## config.mk

```make
export PLATFORM = sky130hd
export DESIGN_NAME = rv32i_ex_csr_unit
export DESIGN_NICKNAME = d
export VERILOG_FILES = /design/src/rtl/rv32i_ex_csr_unit_pkg.sv /design/src/rtl/rv32i_csr_counter64.sv /design/src/rtl/rv32i_ex_csr_unit.sv
export SDC_FILE = /design/constraint.sdc
export NUM_CORES = 1
export LEC_CHECK = 0
export BUFFER_PORTS_ARGS = -buffer_cell sky130_fd_sc_hd__buf_2
export CAP_MARGIN = 20
export CORE_MARGIN = 5
export CORE_UTILIZATION = 55
export CTS_CLUSTER_SIZE = 12
export DETAILED_ROUTE_END_ITERATION = 7
export GPL_TIMING_DRIVEN = 1
export PLACE_DENSITY = 0.83
export SLEW_MARGIN = 0
export SYNTH_ARGS = -nofsm -noshare
export SYNTH_HDL_FRONTEND = slang
export SYNTH_SLANG_ARGS = --single-unit
export TNS_END_PERCENT = 10
```

## constraint.sdc

```tcl
create_clock -name clk -period 4.7 [get_ports clk]
set_input_delay 0.47 -clock clk [delete_from_list [all_inputs] [get_ports clk]]
set_output_delay 0.47 -clock clk [all_outputs]
set_load 0.01 [all_outputs]
```

## src/rtl/rv32i_ex_csr_unit_pkg.sv

```systemverilog
// Shared CSR definitions for the EX-stage CSR unit: addresses, funct3
// operation codes, mstatus bit positions, write masks and the CSR
// read-modify-write helper used by both the commit path and the ID bypass.
package rv32i_ex_csr_unit_pkg;

  // Machine-mode CSR addresses
  localparam logic [11:0] CSR_MSTATUS   = 12'h300;
  localparam logic [11:0] CSR_MISA      = 12'h301;
  localparam logic [11:0] CSR_MTVEC     = 12'h305;
  localparam logic [11:0] CSR_MSCRATCH  = 12'h340;
  localparam logic [11:0] CSR_MEPC      = 12'h341;
  localparam logic [11:0] CSR_MCAUSE    = 12'h342;

  // Counter addresses (only mapped when the counters are built in)
  localparam logic [11:0] CSR_MCYCLE    = 12'hB00;
  localparam logic [11:0] CSR_MCYCLEH   = 12'hB80;
  localparam logic [11:0] CSR_MINSTRET  = 12'hB02;
  localparam logic [11:0] CSR_MINSTRETH = 12'hB82;
  localparam logic [11:0] CSR_CYCLE     = 12'hC00;
  localparam logic [11:0] CSR_CYCLEH    = 12'hC80;
  localparam logic [11:0] CSR_INSTRET   = 12'hC02;
  localparam logic [11:0] CSR_INSTRETH  = 12'hC82;

  // addr[11:10] == 2'b11 marks the read-only CSR space
  localparam logic [1:0] CSR_RO_SPACE = 2'b11;

  // funct3[1:0] operation codes; funct3[2] selects the immediate source
  localparam logic [1:0] CSR_OP_NONE = 2'b00;
  localparam logic [1:0] CSR_OP_RW   = 2'b01;
  localparam logic [1:0] CSR_OP_RS   = 2'b10;
  localparam logic [1:0] CSR_OP_RC   = 2'b11;

  // mstatus bit positions and write masks
  localparam int          MSTATUS_MIE_BIT  = 3;
  localparam int          MSTATUS_MPIE_BIT = 7;
  localparam logic [31:0] MSTATUS_WMASK    = 32'h0000_0088;
  localparam logic [31:0] ALIGN4_MASK      = 32'hFFFF_FFFC;

  // Read-modify-write result of a CSR instruction; a no-op returns old
  function automatic logic [31:0] csr_apply_op(input logic [1:0]  op,
                                               input logic [31:0] old_val,
                                               input logic [31:0] src);
    logic [31:0] res;
    case (op)
      CSR_OP_RW: res = src;
      CSR_OP_RS: res = old_val | src;
      CSR_OP_RC: res = old_val & ~src;
      default:   res = old_val;
    endcase
    return res;
  endfunction

endpackage

```

## src/rtl/rv32i_csr_counter64.sv

```systemverilog
// 64-bit CSR counter with independent 32-bit half writes.
// Only built when RV32I_CSR_COUNTERS_EN is defined.
// A write to either half replaces that cycle's increment and holds the
// other half, so no carry is ever produced by a write.
`ifdef RV32I_CSR_COUNTERS_EN
module rv32i_csr_counter64 (
  input  logic        clk,
  input  logic        rst,
  input  logic        inc,
  input  logic        wr_lo,
  input  logic        wr_hi,
  input  logic [31:0] wdata,
  output logic [63:0] q
);

  logic [63:0] count;

  // Counter state: reset, half write, or increment with natural 64-bit wrap
  always_ff @(posedge clk) begin
    if (rst) begin
      count <= 64'd0;
    end else if (wr_lo) begin
      count[31:0] <= wdata;
    end else if (wr_hi) begin
      count[63:32] <= wdata;
    end else if (inc) begin
      count <= count + 64'd1;
    end else begin
      count <= count;
    end
  end

  assign q = count;

endmodule
`endif

```

## src/rtl/rv32i_ex_csr_unit.sv

```systemverilog
// EX-stage CSR unit: machine-mode CSR file, ID read port with EX write
// bypass, CSRRW/RS/RC(I) execution, trap entry, MRET and optional counters.
// Optional feature macro: RV32I_CSR_COUNTERS_EN (mcycle/minstret and their
// read-only user shadows); without it all counter addresses are unmapped.
module rv32i_ex_csr_unit
  import rv32i_ex_csr_unit_pkg::*;
#(
  parameter logic [31:0] MTVEC_RESET = 32'h0000_0000,
  parameter logic [31:0] MISA_VALUE  = 32'h4000_0100
) (
  input  logic        clk,
  input  logic        rst,
  input  logic [11:0] id_csr_raddr,
  output logic [31:0] id_csr_rdata,
  input  logic        ex_csr_we,
  input  logic [11:0] ex_csr_waddr,
  input  logic [2:0]  ex_alufun3,
  input  logic [31:0] ex_zimm,
  input  logic [31:0] ex_rs1_data,
  input  logic [31:0] ex_csr_rdata,
  output logic [31:0] ex_rd_wdata,
  output logic        ex_csr_illegal,
  input  logic        instr_retire,
  input  logic        trap_valid,
  input  logic [31:0] trap_pc,
  input  logic [31:0] trap_cause,
  input  logic        mret_valid,
  output logic [31:0] mtvec_o,
  output logic [31:0] mepc_o,
  output logic        mie_o
);

  // Architectural state
  logic        mstatus_mie;
  logic        mstatus_mpie;
  logic [31:0] mtvec;
  logic [31:0] mscratch;
  logic [31:0] mepc;
  logic [31:0] mcause;

  // Write path
  logic [31:0] wr_src;
  logic [31:0] wr_new;
  logic [31:0] wr_value;
  logic        waddr_mapped;
  logic        waddr_ro;
  logic        wr_is_mstatus;
  logic        csr_wr;
  logic        wr_commit;
  logic [31:0] rd_value;

`ifdef RV32I_CSR_COUNTERS_EN
  logic [63:0] mcycle;
  logic [63:0] minstret;
  logic        mcycle_wr_lo;
  logic        mcycle_wr_hi;
  logic        minstret_wr_lo;
  logic        minstret_wr_hi;
`else
  logic        unused_retire;
  assign unused_retire = instr_retire;
`endif

  assign wr_src = ex_alufun3[2] ? ex_zimm : ex_rs1_data;
  assign wr_new = csr_apply_op(ex_alufun3[1:0], ex_csr_rdata, wr_src);

  // Address decode of the EX access and the value the target would read back
  always_comb begin
    waddr_mapped = 1'b0;
    wr_value     = wr_new;
    case (ex_csr_waddr)
      CSR_MSTATUS: begin
        waddr_mapped = 1'b1;
        wr_value     = wr_new & MSTATUS_WMASK;
      end
      CSR_MISA: begin
        waddr_mapped = 1'b1;
        wr_value     = MISA_VALUE;
      end
      CSR_MTVEC, CSR_MSCRATCH, CSR_MCAUSE: begin
        waddr_mapped = 1'b1;
        wr_value     = wr_new;
      end
      CSR_MEPC: begin
        waddr_mapped = 1'b1;
        wr_value     = wr_new & ALIGN4_MASK;
      end
`ifdef RV32I_CSR_COUNTERS_EN
      CSR_MCYCLE, CSR_MCYCLEH, CSR_MINSTRET, CSR_MINSTRETH,
      CSR_CYCLE, CSR_CYCLEH, CSR_INSTRET, CSR_INSTRETH: begin
        waddr_mapped = 1'b1;
        wr_value     = wr_new;
      end
`endif
      default: begin
        waddr_mapped = 1'b0;
        wr_value     = 32'h0000_0000;
      end
    endcase
  end

  assign waddr_ro       = (ex_csr_waddr[11:10] == CSR_RO_SPACE);
  assign ex_csr_illegal = ex_csr_we & (~waddr_mapped | waddr_ro);
  assign ex_rd_wdata    = ex_csr_rdata;
  assign wr_is_mstatus  = (ex_csr_waddr == CSR_MSTATUS);

  // A trap drops the write entirely; MRET only takes mstatus away from it
  assign csr_wr    = ex_csr_we & ~ex_csr_illegal &
                     (ex_alufun3[1:0] != CSR_OP_NONE) & ~trap_valid;
  assign wr_commit = csr_wr & ~(wr_is_mstatus & mret_valid);

  // ID-side read mux over the current register contents
  always_comb begin
    rd_value = 32'h0000_0000;
    case (id_csr_raddr)
      CSR_MSTATUS:  rd_value = {24'h00_0000, mstatus_mpie, 3'b000, mstatus_mie, 3'b000};
      CSR_MISA:     rd_value = MISA_VALUE;
      CSR_MTVEC:    rd_value = mtvec;
      CSR_MSCRATCH: rd_value = mscratch;
      CSR_MEPC:     rd_value = mepc;
      CSR_MCAUSE:   rd_value = mcause;
`ifdef RV32I_CSR_COUNTERS_EN
      CSR_MCYCLE,   CSR_CYCLE:    rd_value = mcycle[31:0];
      CSR_MCYCLEH,  CSR_CYCLEH:   rd_value = mcycle[63:32];
      CSR_MINSTRET, CSR_INSTRET:  rd_value = minstret[31:0];
      CSR_MINSTRETH,CSR_INSTRETH: rd_value = minstret[63:32];
`endif
      default:      rd_value = 32'h0000_0000;
    endcase
  end

  // ID read data, forwarding the value an EX write is about to commit
  always_comb begin
    if (wr_commit && (id_csr_raddr == ex_csr_waddr)) begin
      id_csr_rdata = wr_value;
    end else begin
      id_csr_rdata = rd_value;
    end
  end

  // mstatus MIE/MPIE: trap, then MRET, then CSR write
  always_ff @(posedge clk) begin
    if (rst) begin
      mstatus_mie  <= 1'b0;
      mstatus_mpie <= 1'b0;
    end else if (trap_valid) begin
      mstatus_mpie <= mstatus_mie;
      mstatus_mie  <= 1'b0;
    end else if (mret_valid) begin
      mstatus_mie  <= mstatus_mpie;
      mstatus_mpie <= 1'b1;
    end else if (wr_commit && wr_is_mstatus) begin
      mstatus_mie  <= wr_value[MSTATUS_MIE_BIT];
      mstatus_mpie <= wr_value[MSTATUS_MPIE_BIT];
    end else begin
      mstatus_mie  <= mstatus_mie;
      mstatus_mpie <= mstatus_mpie;
    end
  end

  // mtvec and mscratch: plain CSR-written registers
  always_ff @(posedge clk) begin
    if (rst) begin
      mtvec    <= MTVEC_RESET & ALIGN4_MASK;
      mscratch <= 32'h0000_0000;
    end else begin
      if (wr_commit && (ex_csr_waddr == CSR_MTVEC)) begin
        mtvec <= wr_value;
      end else begin
        mtvec <= mtvec;
      end
      if (wr_commit && (ex_csr_waddr == CSR_MSCRATCH)) begin
        mscratch <= wr_value;
      end else begin
        mscratch <= mscratch;
      end
    end
  end

  // mepc and mcause: trap entry has priority over CSR writes
  always_ff @(posedge clk) begin
    if (rst) begin
      mepc   <= 32'h0000_0000;
      mcause <= 32'h0000_0000;
    end else if (trap_valid) begin
      mepc   <= trap_pc & ALIGN4_MASK;
      mcause <= trap_cause;
    end else begin
      if (wr_commit && (ex_csr_waddr == CSR_MEPC)) begin
        mepc <= wr_value;
      end else begin
        mepc <= mepc;
      end
      if (wr_commit && (ex_csr_waddr == CSR_MCAUSE)) begin
        mcause <= wr_value;
      end else begin
        mcause <= mcause;
      end
    end
  end

`ifdef RV32I_CSR_COUNTERS_EN
  assign mcycle_wr_lo   = wr_commit & (ex_csr_waddr == CSR_MCYCLE);
  assign mcycle_wr_hi   = wr_commit & (ex_csr_waddr == CSR_MCYCLEH);
  assign minstret_wr_lo = wr_commit & (ex_csr_waddr == CSR_MINSTRET);
  assign minstret_wr_hi = wr_commit & (ex_csr_waddr == CSR_MINSTRETH);

  rv32i_csr_counter64 u_mcycle (
    .clk   (clk),
    .rst   (rst),
    .inc   (1'b1),
    .wr_lo (mcycle_wr_lo),
    .wr_hi (mcycle_wr_hi),
    .wdata (wr_value),
    .q     (mcycle)
  );

  rv32i_csr_counter64 u_minstret (
    .clk   (clk),
    .rst   (rst),
    .inc   (instr_retire),
    .wr_lo (minstret_wr_lo),
    .wr_hi (minstret_wr_hi),
    .wdata (wr_value),
    .q     (minstret)
  );
`endif

  assign mtvec_o = mtvec;
  assign mepc_o  = mepc;
  assign mie_o   = mstatus_mie;

endmodule

```

==> reports/summary.txt <==
Status -> finished, final reports clean
Share of layout cells above drive strength 1 -> 32.2%
Minimum clock period -> 3.71 ns
P per Cell Area -> 272 nW/um^2
Clock Latency Late Sink -> 0.42 ns
Core footprint -> 16000 um^2
Final Util -> 68.5%
Critical path type -> input port to output port
Mapped Cells -> 1112
Die ar. -> 19000 um^2
Synthesis Warnings -> 0
Max_cap viols -> 0
Vias per inst -> 6.30
FF+latch count, synth -> 130
WP data required -> 4.23 ns
Root Buffer Master -> clkbuf_16
Final setup violation count -> 0
Clock transition at path regs -> 0.06 ns
HP Class -> input port to flop
Worst Setup Start Kind -> input port
Post-synth top cells -> nand2_1 (193), dfxtp_1 (130), a21oi_1 (129)
Antenna violations before repair -> 4
Critical path endpoint category -> output port
Maximum VDD drop -> 0.192 mV
Routed Antenna Nets -> 0
Postcts setup bufs -> 0
Vias in the first global route -> 9402
Ys flop type -> dfxtp_1
Starting Density -> 56.3%
Count of cell types in the netlist -> 68
TritonCTS clock tree -> yes
Syn_area_per_cell -> 8.10 um^2
Synth area leaders -> dfxtp_1 (29%), mux2i_1 (8.6%), nand2_1 (8.0%)
FF-to-FF End -> mie_o
Relative slew slack -> 31.4%
# IOs -> 323
Port bufs -> 319
Sum Neg Setup Slack -> 0 ns
Post-synth EDFFs -> 0
Unrepaired setup endpoints after global routing -> no
Synthesized Nets -> 1305
Post-synthesis sequential area ratio -> 28.9%
CTS H-tree depth -> 4
Routed wire length -> 34100 um
Post-CTS resize count -> 0
Total number of vias -> 9921
Initial DRT Pass Iterations -> 6
Hold Vio Cnt, Final -> 0
DR WL/cell -> 21.7 um
Area grow syn2layout -> 21.7%
HPWL Detailed -> 23600 um
Design Area, Final -> 11000 um^2
Worst Setup SP -> ex_csr_waddr[2]
Post-DP Area -> 10300 um^2
Worst-margin pin slew -> 1.02 ns
GR Util All Layers -> 34.1%
GRT overflow -> 0
Critical Path End -> id_csr_rdata[18]
Num CTS Buffers -> 17
Die X -> 138 um
Nets -> 1533
Top-area cell type share of the netlist area -> 28.9%
Clock Sinks -> 130
First-pass GRT wire length -> 50700 um
RR Startpoint -> mie_o
Period utilization -> 78.9%
Pin count of the biggest net entering global routing -> 83
Initial DRC Count -> 1305
Routability Congestion -> 1.00
Peak Freq -> 270 MHz
Most frequent cell after synthesis -> nand2_1
Final Max Slew Viols -> 0
Critical Path Fanout Max -> 16
# fillers -> 1310
Post-synth top area cell -> dfxtp_1
FFs w/ async S/R, synth -> 0%
Die Y -> 138 um
Mapped Area -> 9010 um^2
Reg2Reg Depth -> 3
Max Root-Sink Buffers -> 2
DRC viols -> 0
Leakage -> 0.00472 uW
Setup Skew -> 0.000366 ns
Reg2reg setup slack -> 3.72 ns
Worst hold slack -> 0.310 ns
Cts hold-fix bufs -> 0
Rows -> 46
Arrival @ worst endpoint -> 3.24 ns
cell families after synthesis:
group,count (synthesis),synth area share (%)
buffers and inverters,160,9.15
AND/OR/NAND/NOR,395,25.6
AO/OA/AOI/OAI,319,24.3
multiplexers,96,10.9
flip-flops,130,28.9
XOR/XNOR,12,1.17
registers in the layout, indices dropped and copies added, names as in the netlist:
register      cells
mcause           32
mepc_o           32
mscratch         32
mtvec_o          32
mie_o             1
mstatus_mpie      1
worst min path at each step:
| stage | start | end | cells past startpoint |
|---|---|---|---|
| finish | trap_pc[3] | mepc_o[3] | 3 |
| global route | trap_cause[20] | mcause[20] | 3 |
| CTS | trap_pc[3] | mepc_o[3] | 3 |
| detailed placement | mscratch[28] | mscratch[28] | 2 |
| global placement | mscratch[4] | mscratch[4] | 2 |
| floorplan | mscratch[7] | mscratch[7] | 2 |
final cells by class:
type / instances / area [um^2] / area share, %
Multi-Input combinational cell: 822 / 5610 / 51.1
Sequential cell: 130 / 2600 / 23.7
Timing Repair Buffer: 340 / 1760 / 16.0
Clock buffer: 17 / 425 / 3.88
Tap cell: 216 / 270 / 2.47
Clock inverter: 15 / 181 / 1.65
Inverter: 29 / 109 / 0.993
Antenna cell: 5 / 12.5 / 0.114
metal layers:
metal	part of all wire [%]	wire (um)	up-vias	global-route usage [%]
li1	-	-	4462	-
met1	37	12500	4616	43.0
met2	47	15900	732	55.3
met3	13	4360	111	7.98
met4	3.9	1320	0	15.6
met5	0	0	-	0
metrics by stage:
step                total power, uW  setup WS [ns]  cells
floorplan                      1470           2.04   1112
global placement               1620           1.10   1536
detailed placement             1630           1.04   1537
CTS                            2980           1.06   1569
global route                   3080          0.865   1573
finish                         2990          0.993   1574
cell usage in the layout, fill, tap and decap left out, drive strengths merged, types with 3 or more instances in the layout:
cell     netlist  layout
or4            3       3
a22o          32      32
bufinv         0       3
mux2          19      19
nor3b          7       7
a221oi         9       9
clkinv         0       7
xor2          12      12
o2bb2ai       13      13
a22oi         12      12
nor2b          7       7
diode          0       5
nor4b         30      30
a21oi        129     129
dfxtp        130     130
nor3          12      12
a211oi        58      58
a31oi          5       5
nor2          70      70
nor4           8       8
nand4bb        3       3
inv           29      32
o211ai        28      28
and2           7       7
and3           5       5
o21ai          6       6
mux2i         77      77
nand2        193     193
a222oi        14      14
buf           69     340
nand2b        32      32
and3b          3       3
clkbuf        62      17
power by group:
part	internal, uW	switching (uW)
clock network	839	532
registers	1140	26.7
logic	191	258
critical path, stage by stage:
cell and delay, ns:
buf_2 0.17, or4_1 0.60, o41ai_2 0.46, nand2_1 0.58
buf_4 0.46, mux2_2 0.33, buf_2 0.15
No activity file was read; power rests on OpenSTA's default activity.
